## config.mk

```make
export PLATFORM = sky130hd
export DESIGN_NAME = spi_flash_rd
export DESIGN_NICKNAME = d
export VERILOG_FILES = /design/src/rtl/spi_flash_rd.sv
export SDC_FILE = /design/constraint.sdc
export NUM_CORES = 1
export LEC_CHECK = 0
export ABC_AREA = 1
export CORE_MARGIN = 2
export CORE_UTILIZATION = 40
export CTS_CLUSTER_SIZE = 30
export DETAILED_ROUTE_END_ITERATION = 16
export GPL_TIMING_DRIVEN = 0
export PLACE_DENSITY = 0.69
export REMOVE_ABC_BUFFERS = 1
export SYNTH_ARGS = -nofsm -noshare
export SYNTH_HDL_FRONTEND = slang
export SYNTH_SLANG_ARGS = --single-unit
```

## constraint.sdc

```tcl
create_clock -name i_clk -period 1.64 [get_ports i_clk]
set_clock_uncertainty 0.05 [all_clocks]
set_input_delay 0.328 -clock i_clk [delete_from_list [all_inputs] [get_ports i_clk]]
set_output_delay 0.328 -clock i_clk [all_outputs]
set_load 0.01 [all_outputs]
```

## src/rtl/spi_flash_rd.sv

```systemverilog
// SPI flash read sequencer: sends CMD + 24-bit address, then one DUMMY per data byte, through a byte-wide spi_phy.
// Latency: start is accepted in IDLE; each byte costs one SEND, a WAIT until phy o_rdy, then one DROP/DELIVER cycle.
// Backpressure: o_wr waits for i_bsy low; DELIVER holds o_valid/o_data stable until i_ready, and no new byte is sent meanwhile.
module spi_flash_rd #(
    parameter logic [7:0] CMD   = 8'h03,
    parameter logic [7:0] DUMMY = 8'h00
) (
    input  logic        i_clk,
    input  logic        i_rst,
    input  logic        i_start,
    input  logic [23:0] i_addr,
    input  logic [7:0]  i_len,
    output logic        o_busy,
    output logic        o_done,
    output logic [7:0]  o_data,
    output logic        o_valid,
    input  logic        i_ready,
    output logic        o_wr,
    output logic [7:0]  o_wdata,
    input  logic        i_bsy,
    output logic        o_rd,
    input  logic [7:0]  i_rdata,
    input  logic        i_rdy
);

    typedef enum logic [2:0] {
        S_IDLE,
        S_SEND,
        S_WAIT,
        S_DROP,
        S_DELIVER
    } state_t;

    state_t      state_q, state_d;
    logic [23:0] addr_q,  addr_d;
    // Remaining data bytes still to deliver.
    logic [7:0]  len_q,   len_d;
    // Byte index: 0..3 are header bytes, 4 marks the data phase (saturates there).
    logic [2:0]  idx_q,   idx_d;
    logic [7:0]  cur_byte;

    // Byte to transmit for the current index.
    always_comb begin
        cur_byte = DUMMY;
        case (idx_q)
            3'd0:    cur_byte = CMD;
            3'd1:    cur_byte = addr_q[23:16];
            3'd2:    cur_byte = addr_q[15:8];
            3'd3:    cur_byte = addr_q[7:0];
            default: cur_byte = DUMMY;
        endcase
    end

    // Next-state and output decode; all strobes are combinational from state and phy handshakes.
    always_comb begin
        state_d = state_q;
        addr_d  = addr_q;
        len_d   = len_q;
        idx_d   = idx_q;
        o_wr    = 1'b0;
        o_wdata = 8'h00;
        o_rd    = 1'b0;
        o_done  = 1'b0;
        o_valid = 1'b0;
        o_data  = 8'h00;
        case (state_q)
            S_IDLE: begin
                if (i_start) begin
                    addr_d  = i_addr;
                    len_d   = i_len;
                    idx_d   = 3'd0;
                    state_d = S_SEND;
                end
            end
            S_SEND: begin
                o_wdata = cur_byte;
                if (!i_bsy) begin
                    o_wr    = 1'b1;
                    state_d = S_WAIT;
                end
            end
            S_WAIT: begin
                if (i_rdy) begin
                    state_d = (idx_q < 3'd4) ? S_DROP : S_DELIVER;
                end
            end
            S_DROP: begin
                o_rd = 1'b1;
                if (idx_q == 3'd3 && len_q == 8'd0) begin
                    o_done  = 1'b1;
                    state_d = S_IDLE;
                end else begin
                    idx_d   = idx_q + 3'd1;
                    state_d = S_SEND;
                end
            end
            S_DELIVER: begin
                o_valid = 1'b1;
                o_data  = i_rdata;
                if (i_ready) begin
                    o_rd  = 1'b1;
                    len_d = len_q - 8'd1;
                    if (len_q == 8'd1) begin
                        o_done  = 1'b1;
                        state_d = S_IDLE;
                    end else begin
                        state_d = S_SEND;
                    end
                end
            end
            default: state_d = S_IDLE;
        endcase
    end

    assign o_busy = (state_q != S_IDLE);

    // State and transaction registers; reset wins over any pending start.
    always_ff @(posedge i_clk) begin
        if (i_rst) begin
            state_q <= S_IDLE;
            addr_q  <= 24'h000000;
            len_q   <= 8'h00;
            idx_q   <= 3'd0;
        end else begin
            state_q <= state_d;
            addr_q  <= addr_d;
            len_q   <= len_d;
            idx_q   <= idx_d;
        end
    end

endmodule

```

==> out/results.env <==
CORE_AREA_UM2=5107
P_PER_AREA_nW_PER_UM2=1438
VIAS_PER_CELL=5.089
WORSTHOLDPATHTYPE='flop to flop'
SYNTH_AREA_LEADERS='sky130_fd_sc_hd__dfxtp_1, sky130_fd_sc_hd__inv_1, sky130_fd_sc_hd__nand2_1, sky130_fd_sc_hd__o21ai_0, sky130_fd_sc_hd__a21oi_1'
GP_CONGESTION=0.8489
OUTCOME='complete, but fails checks'
NUMBER_OF_ANTENNA_VIOLATIONS_AT_THE_FIRST_CHECK_IN_GLOBAL_ROUTING=0
CTS_MAX_LEVEL=2
P_LEAK_uW=0.001562
CRIT_REQUIRED_NS=1.26
CHIPWIDTH_UM=76.67
ANTENNA_CELLS_INSERTED=0
WORST_SETUP_PATH_START_KIND='flop'
ROW_COUNT=26
DESIGN.PORTCOUNT=67
GRT_PASS1_WL_UM=10210
CTS.ROOT.BUFFER_CELL='sky130_fd_sc_hd__clkbuf_8'
AREA_GROWTH_SYN_TO_LAYOUT_PCT=64.16
GROUTE.USAGE.OVERALL_PCT=21.16
TYPE_OF_THE_SETUP_PATH_WITH_THE_LEAST_SLACK='flop to output pin'
CRITICAL-PATH-TOP-DELAY-FAMILY='simple AND/OR/NAND/NOR gates'
VIOLATIONS_IN_THE_FINAL_REPORTS='negative setup slack'
QUANTITY_OF_HOLD_FIXING_BUFFERS_ADDED_AFTER_CTS=0
CRIT_BUF_INV=1
DP_HPWL_UM=3656
MULTI_INPUT_AREA_UM2=1354
SYNTH_TOP_AREA_SHARE_PCT=36.02
MAXSLEWVIOLCOUNT=0
START_UTIL_PCT=41.35
GRT_START_MAX_NET_PINS=25
FILLERS=441
GRT_PASS1_VIAS=2209
LAYOUT-DRIVE-GT1-SHARE_PCT=31.23
CTS_TREE='done'
TIMING_HOLD_VIOLATIONS_FINAL=0
WORST_EP_ARRIVAL_TIME_NS=1.52
ANT_NETS=0
POST-SYNTH-TOP-AREA-CELL='sky130_fd_sc_hd__dfxtp_1'
SLEW_HEADROOM_PCT=67.11
DRT_PRE_ANTENNA_ITERS=5
OVERALL_DIE_AREA_UM2=5878
DRT_ITER0_DRC=95
YS_FF_LATCH=38
CRITICAL_PATH.CELL_CHAIN='nor2_1 -> nand2_1 -> o32ai_2 -> buf_2'
CRIT_PATH_MAX_FANOUT=5
CLOCK_TREE.BUFFER_DEPTH=2
FINALHOLDWORSTSLACK_NS=0.4039
PIN_SLEW_WITH_THE_LEAST_HEADROOM_TO_ITS_LIMIT_NS=0.4918
WL_PER_CELL_UM=14.26
PEAKVDDDROP_V=0.0008514
DRC=0
FINISH.NET_COUNT=467
POSTROUTEWIRELENGTH_UM=6888
REGISTER_AREA_UM2=780.7
GRT_SETUP_UNREPAIRED='yes'
SYNTHESIS.AREA_UM2=2112
CLKSLEWWORSTSETUPHOLDPATHS_NS=0.08
GR-TOTAL-OVERFLOW=0
CLOCK_SINK_COUNT=38
FINAL_MIN_PERIOD_OVER_CLOCK_PERIOD_PCT=115.8
FINAL_PERIOD_MINUS_WORST_SETUP_SLACK_NS=1.899
PLACEMENT.IO_BUFFERS=66
WORSTSETUPENDPOINTTYPE='output pin'
SLOWEST_STAGE='sky130_fd_sc_hd__dfxtp_1'
FINAL-SETUP-VIOL-COUNT=12
SYN_AVG_CELL_AREA_UM2=6.642
YOSYSWARNINGCOUNT=0
POST_SYNTH_INST_COUNT=318
FINALWORSTSETUPSLACK_NS=-0.2594
POST_SYNTH_NUM_CELL_TYPES=27
CAP_VIOLATIONS=0
CLOCK.FMAX_MHz=526.5
SLOWEST_DELAY_NS=0.34
DIE-HEIGHT_UM=76.67
ROUTED-VIA-COUNT=2458
POSTLAYOUTCOREUTIL_PCT=67.88
SYNTH_SEQUENTIAL_AREA_RATIO_PCT=36.02
NUM_CTS_BUFFERS=5
WORST_SKEW_PAIR.LATE_LATENCY_NS=0.29
==> worst min-delay path, stage by stage (launching register included) <==
cell,delay (ns)
sky130_fd_sc_hd__dfxtp_1,0.30
sky130_fd_sc_hd__inv_1,0.06
sky130_fd_sc_hd__a21oi_1,0.05
==> layer usage <==
metal / wire, µm / GRT usage (%) / part of all wire [%] / vias up
li1: - / - / - / 1205
met1: 2931 / 27.39 / 43 / 1132
met2: 3347 / 35.26 / 49 / 104
met3: 452 / 4.471 / 6.6 / 17
met4: 157 / 6.545 / 2.3 / 0
met5: 0 / 0 / 0 / -
==> repair_timing <==
| action | 4_1_cts | 5_1_grt |
|---|---|---|
| gates cloned | 4 | 1 |
| gates resized for setup | 144 | 79 |
| pin swaps | 17 | 23 |
| setup buffers | 17 | 13 |
| setup endpoints to repair | 56 | 53 |
==> layout by cell type, fill, tap and decap left out, types with 4 or more instances in the layout <==
master                            count
sky130_fd_sc_hd__o21ai_0             10
sky130_fd_sc_hd__o22ai_2              4
sky130_fd_sc_hd__a21oi_1             32
sky130_fd_sc_hd__o21ai_1             22
sky130_fd_sc_hd__nand2_2              5
sky130_fd_sc_hd__inv_2                6
sky130_fd_sc_hd__clkdlybuf4s50_1     44
sky130_fd_sc_hd__nand3_1             10
sky130_fd_sc_hd__inv_1               51
sky130_fd_sc_hd__nor2_4               7
sky130_fd_sc_hd__nand2_4              8
sky130_fd_sc_hd__nor2_2               7
sky130_fd_sc_hd__nor2_1              28
sky130_fd_sc_hd__buf_2               14
sky130_fd_sc_hd__nand2_1             40
sky130_fd_sc_hd__buf_6               10
sky130_fd_sc_hd__o21ai_2              9
sky130_fd_sc_hd__buf_4               19
sky130_fd_sc_hd__dfxtp_4              5
sky130_fd_sc_hd__ha_1                 4
sky130_fd_sc_hd__clkbuf_8             5
sky130_fd_sc_hd__dfxtp_1             32
==> final timing paths <==
kind | start | to | slack, ns | cells after the start
setup / recovery | len_q[3]$_SDFFE_PP0P_ | o_done | -0.26 | 4
setup reg to reg | state_q[1]$_SDFFE_PP0P_ | idx_q[2]$_SDFFE_PP0P_ | -0.08 | 10
hold reg to reg | addr_q[13]$_SDFFE_PP0P_ | addr_q[13]$_SDFFE_PP0P_ | 0.40 | 2
hold / removal | addr_q[13]$_SDFFE_PP0P_ | addr_q[13]$_SDFFE_PP0P_ | 0.40 | 2
==> power breakdown <==
group	internal (µW)	switching, µW
Combinational	1230	1720
Clock	286	329
Sequential	1250	176
==> stage by stage <==
stage | area [µm²] | worst slack, ns | total power [µW] | std cells | setup TNS, ns
floorplan | 2034 | -0.07420 | 2664 | 308 | -0.07420
global placement | 2783 | -0.7748 | 3280 | 444 | -22.20
detailed placement | 2783 | -0.7713 | 3305 | 444 | -22.34
CTS | 3124 | -0.3137 | 4361 | 472 | -2.249
global route | 3467 | -0.3380 | 5308 | 483 | -3.674
finish | 3467 | -0.2594 | 4985 | 483 | -2.112
==> flip-flops by register name, indices dropped and copies added, names as in the netlist <==
signal,count
addr_q,24
idx_q,3
len_q,8
state_q,3
==> area by class of cell <==
type / instances / area share (%)
clock buffer: 5 / 1.985
multi-input combinational: 210 / 39.05
sequential: 38 / 22.52
inverter: 62 / 7.542
clock inverter: 2 / 0.2887
tap: 70 / 2.526
timing repair buffer: 95 / 25.88
timing repair inverter: 1 / 0.2165
==> synthesized netlist by cell type (all sizes together) <==
| master | count |
|---|---|
| o21a | 1 |
| nand3 | 10 |
| a311oi | 1 |
| nand4 | 1 |
| ha | 8 |
| clkbuf | 3 |
| a21oi | 32 |
| nand2 | 54 |
| buf | 7 |
| inv | 62 |
| nor3 | 3 |
| nor2 | 42 |
| o21ai | 41 |
| o32ai | 1 |
| o211ai | 2 |
| xor2 | 1 |
| o22ai | 7 |
| dfxtp | 38 |
| or2 | 3 |
| a211oi | 1 |
==> cell families (layout without fill, tap and decap cells) <==
logic type | count (synthesis) | after routing | share of synthesized area [%]
xor gates and xnor gates | 1 | 1 | 0.4148
and+or+nand+nor | 113 | 115 | 22.51
buffers and inverters | 72 | 165 | 14.69
adders and majority gates | 8 | 8 | 4.740
DFF | 38 | 38 | 36.02
AOI/OAI and AO/OA | 86 | 86 | 21.62
Note: power is estimated with default switching activity, not from simulation.
